<file path="config.mk">
export PLATFORM = sky130hd
export DESIGN_NAME = posit_mul_issue_flat
export DESIGN_NICKNAME = d
export VERILOG_FILES = /design/src/rtl/posit_pkg.sv /design/src/rtl/posit_mul_issue_if.sv /design/src/rtl/posit_pair_fifo.sv /design/src/rtl/posit_mul_issue.sv /design/src/flat_wrapper.sv
export SDC_FILE = /design/constraint.sdc
export NUM_CORES = 1
export LEC_CHECK = 0
export BUFFER_PORTS_ARGS = -buffer_cell sky130_fd_sc_hd__buf_2
export CORE_AREA = 4 4 159 161
export DETAILED_ROUTE_END_ITERATION = 8
export DIE_AREA = 0 0 163 165
export HOLD_SLACK_MARGIN = 0.1
export PLACE_DENSITY = 0.8
export SLEW_MARGIN = 10
export SYNTH_ARGS = -nofsm -noshare
export SYNTH_HDL_FRONTEND = slang
export SYNTH_HIERARCHICAL = 1
export SYNTH_SLANG_ARGS = --single-unit
</file>
<file path="constraint.sdc">
create_clock -name clk -period 4.35 [get_ports clk]
set_input_delay 0.2175 -clock clk [delete_from_list [all_inputs] [get_ports clk]]
set_output_delay 0.2175 -clock clk [all_outputs]
set_load 0.02 [all_outputs]
</file>
<file path="src/rtl/posit_pkg.sv">
// Shared posit definitions: word geometry, operand class and special-value helpers.
package posit_pkg;

    localparam int unsigned N  = 32;
    localparam int unsigned ES = 4;

    typedef enum logic [1:0] {
        NORMAL = 2'd0,
        ZERO   = 2'd1,
        NAR    = 2'd2
    } pclass_e;

    function automatic logic is_zero(input logic [N-1:0] x);
        return x == '0;
    endfunction

    // NaR is the sign bit alone: 1 followed by N-1 zeros.
    function automatic logic is_nar(input logic [N-1:0] x);
        return x == {1'b1, {(N-1){1'b0}}};
    endfunction

    // NaR dominates zero, so NaR x 0 classifies as NaR.
    function automatic pclass_e classify_pair(input logic [N-1:0] a, input logic [N-1:0] b);
        if (is_nar(a) || is_nar(b)) begin
            return NAR;
        end
        if (is_zero(a) || is_zero(b)) begin
            return ZERO;
        end
        return NORMAL;
    endfunction

endpackage

</file>
<file path="src/rtl/posit_mul_issue_if.sv">
// Operand-issue bus: producer push side, multiplier pop side, flush and stats.
import posit_pkg::*;

interface posit_mul_issue_if #(
    parameter int unsigned N  = 32,
    parameter int unsigned CW = 3
);
    logic          flush;
    logic          in_valid;
    logic          in_ready;
    logic [N-1:0]  in_a;
    logic [N-1:0]  in_b;
    logic          out_valid;
    logic          out_ready;
    logic [N-1:0]  out_a;
    logic [N-1:0]  out_b;
    pclass_e       out_class;
    logic [CW-1:0] occupancy;
    logic [31:0]   ops_issued;
    logic [31:0]   specials_seen;

    modport master (
        output flush, in_valid, in_a, in_b, out_ready,
        input  in_ready, out_valid, out_a, out_b, out_class, occupancy, ops_issued, specials_seen
    );

    modport slave (
        input  flush, in_valid, in_a, in_b, out_ready,
        output in_ready, out_valid, out_a, out_b, out_class, occupancy, ops_issued, specials_seen
    );
endinterface

</file>
<file path="src/rtl/posit_pair_fifo.sv">
// First-word-fall-through FIFO with a separate occupancy counter; the head holds its
// last popped value while empty.
module posit_pair_fifo #(
    parameter int unsigned W     = 66,
    parameter int unsigned DEPTH = 4,
    localparam int unsigned AW   = $clog2(DEPTH),
    localparam int unsigned CW   = $clog2(DEPTH + 1)
) (
    input  logic          clk,
    input  logic          reset,
    input  logic          clr,
    input  logic          push,
    input  logic          pop,
    input  logic [W-1:0]  wdata,
    output logic [W-1:0]  rdata,
    output logic          full,
    output logic          empty,
    output logic [CW-1:0] count
);
    logic [W-1:0]  mem_q [DEPTH];
    logic [AW-1:0] wr_ptr_q, rd_ptr_q;
    logic [CW-1:0] count_q;
    logic [W-1:0]  hold_q;
    logic          do_push, do_pop;

    assign full    = (count_q == CW'(DEPTH));
    assign empty   = (count_q == '0);
    assign count   = count_q;
    assign do_push = push & ~full & ~clr;
    assign do_pop  = pop & ~empty & ~clr;
    assign rdata   = empty ? hold_q : mem_q[rd_ptr_q];

    // Storage write; contents need no reset because reads are gated by occupancy.
    always_ff @(posedge clk) begin
        if (do_push) begin
            mem_q[wr_ptr_q] <= wdata;
        end
    end

    // Remember the departing head so the outputs keep their last value once empty.
    always_ff @(posedge clk) begin
        if (reset) begin
            hold_q <= '0;
        end else if ((pop || clr) && !empty) begin
            hold_q <= mem_q[rd_ptr_q];
        end
    end

    // Pointers wrap naturally (DEPTH is a power of two); occupancy tells full from empty.
    always_ff @(posedge clk) begin
        if (reset || clr) begin
            wr_ptr_q <= '0;
            rd_ptr_q <= '0;
            count_q  <= '0;
        end else begin
            if (do_push) begin
                wr_ptr_q <= wr_ptr_q + 1'b1;
            end
            if (do_pop) begin
                rd_ptr_q <= rd_ptr_q + 1'b1;
            end
            if (do_push && !do_pop) begin
                count_q <= count_q + 1'b1;
            end else if (do_pop && !do_push) begin
                count_q <= count_q - 1'b1;
            end
        end
    end

endmodule

</file>
<file path="src/rtl/posit_mul_issue.sv">
// Operand issue stage ahead of the posit multiplier: classifies pairs on entry, queues them,
// gates push/pop during flush and keeps issue statistics.
// Optional feature: define POSIT_ISSUE_STATS_EN to build the saturating stats counters.
import posit_pkg::*;

module posit_mul_issue #(
    parameter int unsigned N     = 32,
    parameter int unsigned ES    = 4,
    parameter int unsigned DEPTH = 4,
    localparam int unsigned CW   = $clog2(DEPTH + 1)
) (
    input logic              clk,
    input logic              reset,
    posit_mul_issue_if.slave bus
);
    localparam int unsigned W = 2 * N + 2;

    // Classification helpers are sized by the package word width.
    if (N != posit_pkg::N || ES >= N || DEPTH < 2 || (DEPTH & (DEPTH - 1)) != 0) begin : g_bad_cfg
        $error("posit_mul_issue: unsupported N/ES/DEPTH combination");
    end

    logic          full, empty, push, pop;
    logic [W-1:0]  wdata, rdata;
    logic [CW-1:0] count;
    pclass_e       head_class;

    assign push       = bus.in_valid & ~full & ~bus.flush;
    assign pop        = ~empty & bus.out_ready & ~bus.flush;
    assign wdata      = {bus.in_a, bus.in_b, classify_pair(bus.in_a, bus.in_b)};
    assign head_class = pclass_e'(rdata[1:0]);

    posit_pair_fifo #(
        .W     (W),
        .DEPTH (DEPTH)
    ) u_fifo (
        .clk   (clk),
        .reset (reset),
        .clr   (bus.flush),
        .push  (push),
        .pop   (pop),
        .wdata (wdata),
        .rdata (rdata),
        .full  (full),
        .empty (empty),
        .count (count)
    );

    assign bus.in_ready  = ~full;
    assign bus.out_valid = ~empty;
    assign bus.out_a     = rdata[W-1:N+2];
    assign bus.out_b     = rdata[N+1:2];
    assign bus.out_class = head_class;
    assign bus.occupancy = count;

`ifdef POSIT_ISSUE_STATS_EN
    logic [31:0] ops_q, specials_q;

    // Saturating issue counters; only reset clears them, flush does not.
    always_ff @(posedge clk) begin
        if (reset) begin
            ops_q      <= '0;
            specials_q <= '0;
        end else if (pop) begin
            if (ops_q != '1) begin
                ops_q <= ops_q + 32'd1;
            end
            if (head_class != NORMAL && specials_q != '1) begin
                specials_q <= specials_q + 32'd1;
            end
        end
    end

    assign bus.ops_issued    = ops_q;
    assign bus.specials_seen = specials_q;
`else
    assign bus.ops_issued    = '0;
    assign bus.specials_seen = '0;
`endif

endmodule

</file>
<file path="src/flat_wrapper.sv">
// flat-port wrapper written by rule: the top's interface ports become plain ports
module posit_mul_issue_flat 
#(
    parameter int unsigned N     = 32,
    parameter int unsigned ES    = 4,
    parameter int unsigned DEPTH = 4,
    localparam int unsigned CW   = $clog2(DEPTH + 1)
)
  (clk, reset, bus_flush, bus_in_valid, bus_in_a, bus_in_b, bus_out_ready, bus_in_ready, bus_out_valid, bus_out_a, bus_out_b, bus_out_class, bus_occupancy, bus_ops_issued, bus_specials_seen);
  posit_mul_issue_if #(.N(N), .CW(($clog2(DEPTH + 1)))) bus_i ();
  input logic clk;
  input logic reset;
  input wire logic [$bits(bus_i.flush)-1:0] bus_flush;
  input wire logic [$bits(bus_i.in_valid)-1:0] bus_in_valid;
  input wire logic [$bits(bus_i.in_a)-1:0] bus_in_a;
  input wire logic [$bits(bus_i.in_b)-1:0] bus_in_b;
  input wire logic [$bits(bus_i.out_ready)-1:0] bus_out_ready;
  output wire logic [$bits(bus_i.in_ready)-1:0] bus_in_ready;
  output wire logic [$bits(bus_i.out_valid)-1:0] bus_out_valid;
  output wire logic [$bits(bus_i.out_a)-1:0] bus_out_a;
  output wire logic [$bits(bus_i.out_b)-1:0] bus_out_b;
  output wire logic [$bits(bus_i.out_class)-1:0] bus_out_class;
  output wire logic [$bits(bus_i.occupancy)-1:0] bus_occupancy;
  output wire logic [$bits(bus_i.ops_issued)-1:0] bus_ops_issued;
  output wire logic [$bits(bus_i.specials_seen)-1:0] bus_specials_seen;
  assign bus_i.flush = bus_flush;
  assign bus_i.in_valid = bus_in_valid;
  assign bus_i.in_a = bus_in_a;
  assign bus_i.in_b = bus_in_b;
  assign bus_i.out_ready = bus_out_ready;
  assign bus_in_ready = bus_i.in_ready;
  assign bus_out_valid = bus_i.out_valid;
  assign bus_out_a = bus_i.out_a;
  assign bus_out_b = bus_i.out_b;
  assign bus_out_class = bus_i.out_class;
  assign bus_occupancy = bus_i.occupancy;
  assign bus_ops_issued = bus_i.ops_issued;
  assign bus_specials_seen = bus_i.specials_seen;
  posit_mul_issue #(.N(N), .ES(ES), .DEPTH(DEPTH)) u_core (.clk(clk), .reset(reset), .bus(bus_i));
endmodule
</file>
==> tab_implementation.tex <==
\begin{tabular}{lr}
\hline
Metric & Value \\
\hline
\multicolumn{2}{l}{\textbf{Critical path}} \\
Minimum setup slack among reg-to-reg paths & about 1200 ps \\
Reg2reg start & u\_core/u\_fifo/count[0] \\
Worst-case reg-to-reg path depth & 10 \\
Startpoint type of the worst setup path & register \\
Maximum fanout along the worst path & 8 \\
Data arrival time of the critical path & 3530 ps \\
Data required, critical path & 4780 ps \\
Critical path type & register to register \\
Kind of end point of the critical path & register \\
Reg2reg end & u\_core/u\_fifo/count[2] \\
\multicolumn{2}{l}{\textbf{Placement}} \\
Post-detailed-placement half-perimeter wirelength & about 16 mm \\
PortBufs & approximately 140 \\
Number of instances in the placed design & approximately 1100 \\
GPL Wtd Cong & about 0.74 \\
Placed Area & approximately 14000 um2 \\
\multicolumn{2}{l}{\textbf{Global routing}} \\
Initial antenna violation count & 1 \\
Wire length of the first global-routing pass & roughly 41 mm \\
Largest net degree at the start of global routing & 68 \\
Total global routing track utilization & 19.7\% \\
Global route total overflow & 0 \\
Number of global-route vias before repair & 7366 \\
\multicolumn{2}{l}{\textbf{Logic synthesis}} \\
Top area cells in the synthesized netlist & sky130\_fd\_sc\_hd\_\_edfxtp\_1 59\%, sky130\_fd\_sc\_hd\_\_dfxtp\_1 11\%, sky130\_fd\_sc\_hd\_\_mux4\_2 11\%, sky130\_fd\_sc\_hd\_\_mux2\_2 5.5\%, sky130\_fd\_sc\_hd\_\_a22o\_1 4.3\% \\
Most instantiated flip-flop cell in the synthesis netlist & sky130\_fd\_sc\_hd\_\_edfxtp\_1 \\
Syn\_area\_per\_cell & $\sim$19 um2 \\
Combined area of all synthesized cells & between 10000 and 15000 um2 \\
Commonest cells in the synthesized netlist & 264 x sky130\_fd\_sc\_hd\_\_edfxtp\_1, 75 x sky130\_fd\_sc\_hd\_\_dfxtp\_1, 68 x sky130\_fd\_sc\_hd\_\_buf\_4 \\
Fraction of registers with async set or reset after synthesis & 0\% \\
Synthesized instance count & roughly 710 \\
Count of yosys warnings during synthesis & 6 \\
Sequential fraction of the synthesis area & roughly 70\% \\
Count of state elements after synthesis & between 300 and 400 \\
Cell accounting for the most synthesized area & sky130\_fd\_sc\_hd\_\_edfxtp\_1 \\
Top-count cell post-synth & sky130\_fd\_sc\_hd\_\_edfxtp\_1 \\
Count of flip-flops with a built-in enable after synthesis & 264 \\
Portion of synthesized cell area occupied by the leading cell type & between 50\% and 60\% \\
Distinct cells, synth & 36 \\
\multicolumn{2}{l}{\textbf{STA}} \\
Endpoints failing hold & 0 \\
Min cycle time layout & a little over 3000 ps \\
Setup Viol. Count Final & 0 \\
Max Clock Freq & around 320 MHz \\
Fin Setup TNS & 0 ps \\
Max Clock Skew & $\sim$11 ps \\
Setup repair after global routing missed its margin & false \\
Period Utilization, post-route & a little under three quarters \\
Transition time at the pin with the least slew margin & between 1000 and 1500 ps \\
Number of slew-limit violations in the final report & 0 \\
Relative max-transition margin & 21.5\% \\
\multicolumn{2}{l}{\textbf{Detailed routing}} \\
Detailed-routed wire length on met3 & 1.77 mm \\
Wirelength, routed & approximately 27 mm \\
Iteration-0 DRC Markers & 450 \\
Met2 wirelength from detailed routing & approximately 14 mm \\
DRC & 0 \\
Number of vias after detailed routing & just over 7000 \\
Antenna-violating nets left & 0 \\
Total iterations of the first detailed-routing run & 5 \\
Met1 wire length & $\sim$11 mm \\
Ratio of routed vias to standard cells & approximately 5.6 \\
Detail-routed net length per standard cell & about 21 um \\
Highest metal layer used by the detailed router & met4 \\
\multicolumn{2}{l}{\textbf{Floorplanning}} \\
Number of rows created at floorplan & between 50 and 60 \\
Top Ports & between 200 and 250 \\
Die area & 26900 um2 \\
Die Wd & $\sim$160 um \\
Vertical extent of the die & $\sim$170 um \\
Core area & roughly 24000 um2 \\
Starting utilization of the core area & between 50 and 60\% \\
\multicolumn{2}{l}{\textbf{Finish}} \\
Non-Filler Instances & between 1000 and 1500 \\
Final core utilization & 66.6\% \\
Share of final-layout standard cells stronger than drive strength 1 & between 30\% and 40\% \\
Area delta synth->final & 18.8\% \\
Design area & approximately 16000 um2 \\
Final net count & roughly 1000 \\
\multicolumn{2}{l}{\textbf{Hold path}} \\
Worst Hold Path EP & u\_core/u\_fifo/wr\_ptr\_q[1] \\
Hold Path Class & input pin to register \\
Hold path startpoint & bus\_in\_valid \\
Hold Path Depth & 4 \\
\multicolumn{2}{l}{\textbf{Clocking}} \\
Worst-case clock buffer depth & 3 \\
CTS tree & done \\
Total number of clock tree sinks & 339 \\
H-tree depth & 2 \\
Total clock buffers created by CTS & 34 \\
CTS Root Cell & sky130\_fd\_sc\_hd\_\_clkbuf\_16 \\
Number of buffers inserted by post-CTS setup repair & 0 \\
Post-CTS clock slew at the launch and capture registers of the worst setup and hold paths & approximately 60 ps \\
Clock insertion delay at the later pin of the skew report & around 500 ps \\
Number of gates given a new drive strength after cts & 0 \\
\multicolumn{2}{l}{\textbf{Power and ir drop}} \\
Worst IR Drop VDD & about 0.00027 V \\
Power density over the cells & between 400 and 500 nW/um2 \\
Leak & $\sim$5.8 nW \\
Total power consumption of the routed design & just under 7 mW \\
\multicolumn{2}{l}{\textbf{Flow run}} \\
Count of max-cap constraint violations & 0 \\
\multicolumn{2}{l}{\textbf{Outcome}} \\
Status & complete, no violations \\
\hline
\end{tabular}
final cells by class:
type | instances | area (um2)
inverters | 8 | 30.0
multi-input cells | 329 | 3550
flip-flops and latches | 339 | 9440
clock inverters | 9 | 101
clock buffers | 52 | 1030
fillers | 1578 | 8010
repair buffers | 210 | 1390
well taps | 324 | 405
diodes | 1 | 2.50
where the power goes:
| group | switching [mW] | leakage (nW) | internal, mW |
|---|---|---|---|
| Sequential | 0.0161 | 2.99 | 3.53 |
| Combinational | 0.255 | 2.26 | 0.163 |
| Clock | 1.13 | 0.556 | 1.76 |
| Total | 1.40 | 5.80 | 5.45 |
registers in the layout, summed over array words and instances (netlist names), named ones only:
name	count
u_core/u_fifo/wr_ptr_q	2
u_core/u_fifo/count	3
u_core/u_fifo/rd_ptr_q	2
u_core/u_fifo/hold_q	66
u_core/u_fifo/mem_q	264
cell families after synthesis:
family,share of synthesized area [%]
DFF,70.2
muxes,16.7
buffers and inverters,5.34
AOI/OAI and AO/OA,4.78
and+or+nand+nor,2.10
adders and majority gates,0.615
xor gates and xnor gates,0.261
other,0.0279
layer usage:
metal  GRT usage, %  vias up
met1           26.0     3626
met3           3.89       47
met2           33.2      290
li1               -     3168
met4           7.01        0
met5              0        -
critical path, stage by stage (launching register included):
cell and delay, ps:
sky130_fd_sc_hd__dfxtp_1 530, sky130_fd_sc_hd__nor3b_1 190, sky130_fd_sc_hd__nor3b_1 350, sky130_fd_sc_hd__inv_1 130, sky130_fd_sc_hd__nor3_1 480, sky130_fd_sc_hd__ha_1 280, sky130_fd_sc_hd__inv_1 60, sky130_fd_sc_hd__fa_1 380
sky130_fd_sc_hd__xor2_1 160, sky130_fd_sc_hd__or3_1 310, sky130_fd_sc_hd__a21oi_1 150
cell usage in the layout, fill, tap and decap left out, types with 8 or more instances in the layout:
cell and count:
sky130_fd_sc_hd__edfxtp_1 264, sky130_fd_sc_hd__buf_2 139, sky130_fd_sc_hd__dfxtp_1 73, sky130_fd_sc_hd__mux4_2 66, sky130_fd_sc_hd__mux2_2 66, sky130_fd_sc_hd__a22o_1 66
sky130_fd_sc_hd__dlygate4sd3_1 65, sky130_fd_sc_hd__conb_1 64, sky130_fd_sc_hd__clkbuf_16 37, sky130_fd_sc_hd__nor4_1 13, sky130_fd_sc_hd__clkbuf_1 10, sky130_fd_sc_hd__inv_1 8
worst max path at each step:
stage | startpoint | endpoint | depth (start not counted)
floorplan | u_core/u_fifo/count[0] | u_core/u_fifo/mem_q[0][0] | 5
global placement | u_core/u_fifo/count[0] | u_core/u_fifo/mem_q[1][48] | 5
detailed placement | u_core/u_fifo/count[0] | u_core/u_fifo/mem_q[0][48] | 5
CTS | register | bus_out_b[31] | 4
global route | u_core/u_fifo/count[0] | u_core/u_fifo/count[2] | 10
finish | u_core/u_fifo/count[0] | u_core/u_fifo/count[2] | 10
metrics by stage:
step	hold WS, ps	setup WS [ps]
global route	182	961
floorplan	316	903
CTS	126	1220
global placement	445	1530
detailed placement	457	1430
finish	157	1250
repair_timing:
action / CTS / global route
setup endpoints to repair: 0 / 0
hold buffers: 65 / 0
endpoints found under the hold margin: 257 / 0
No activity file was read; power rests on OpenSTA's default activity.
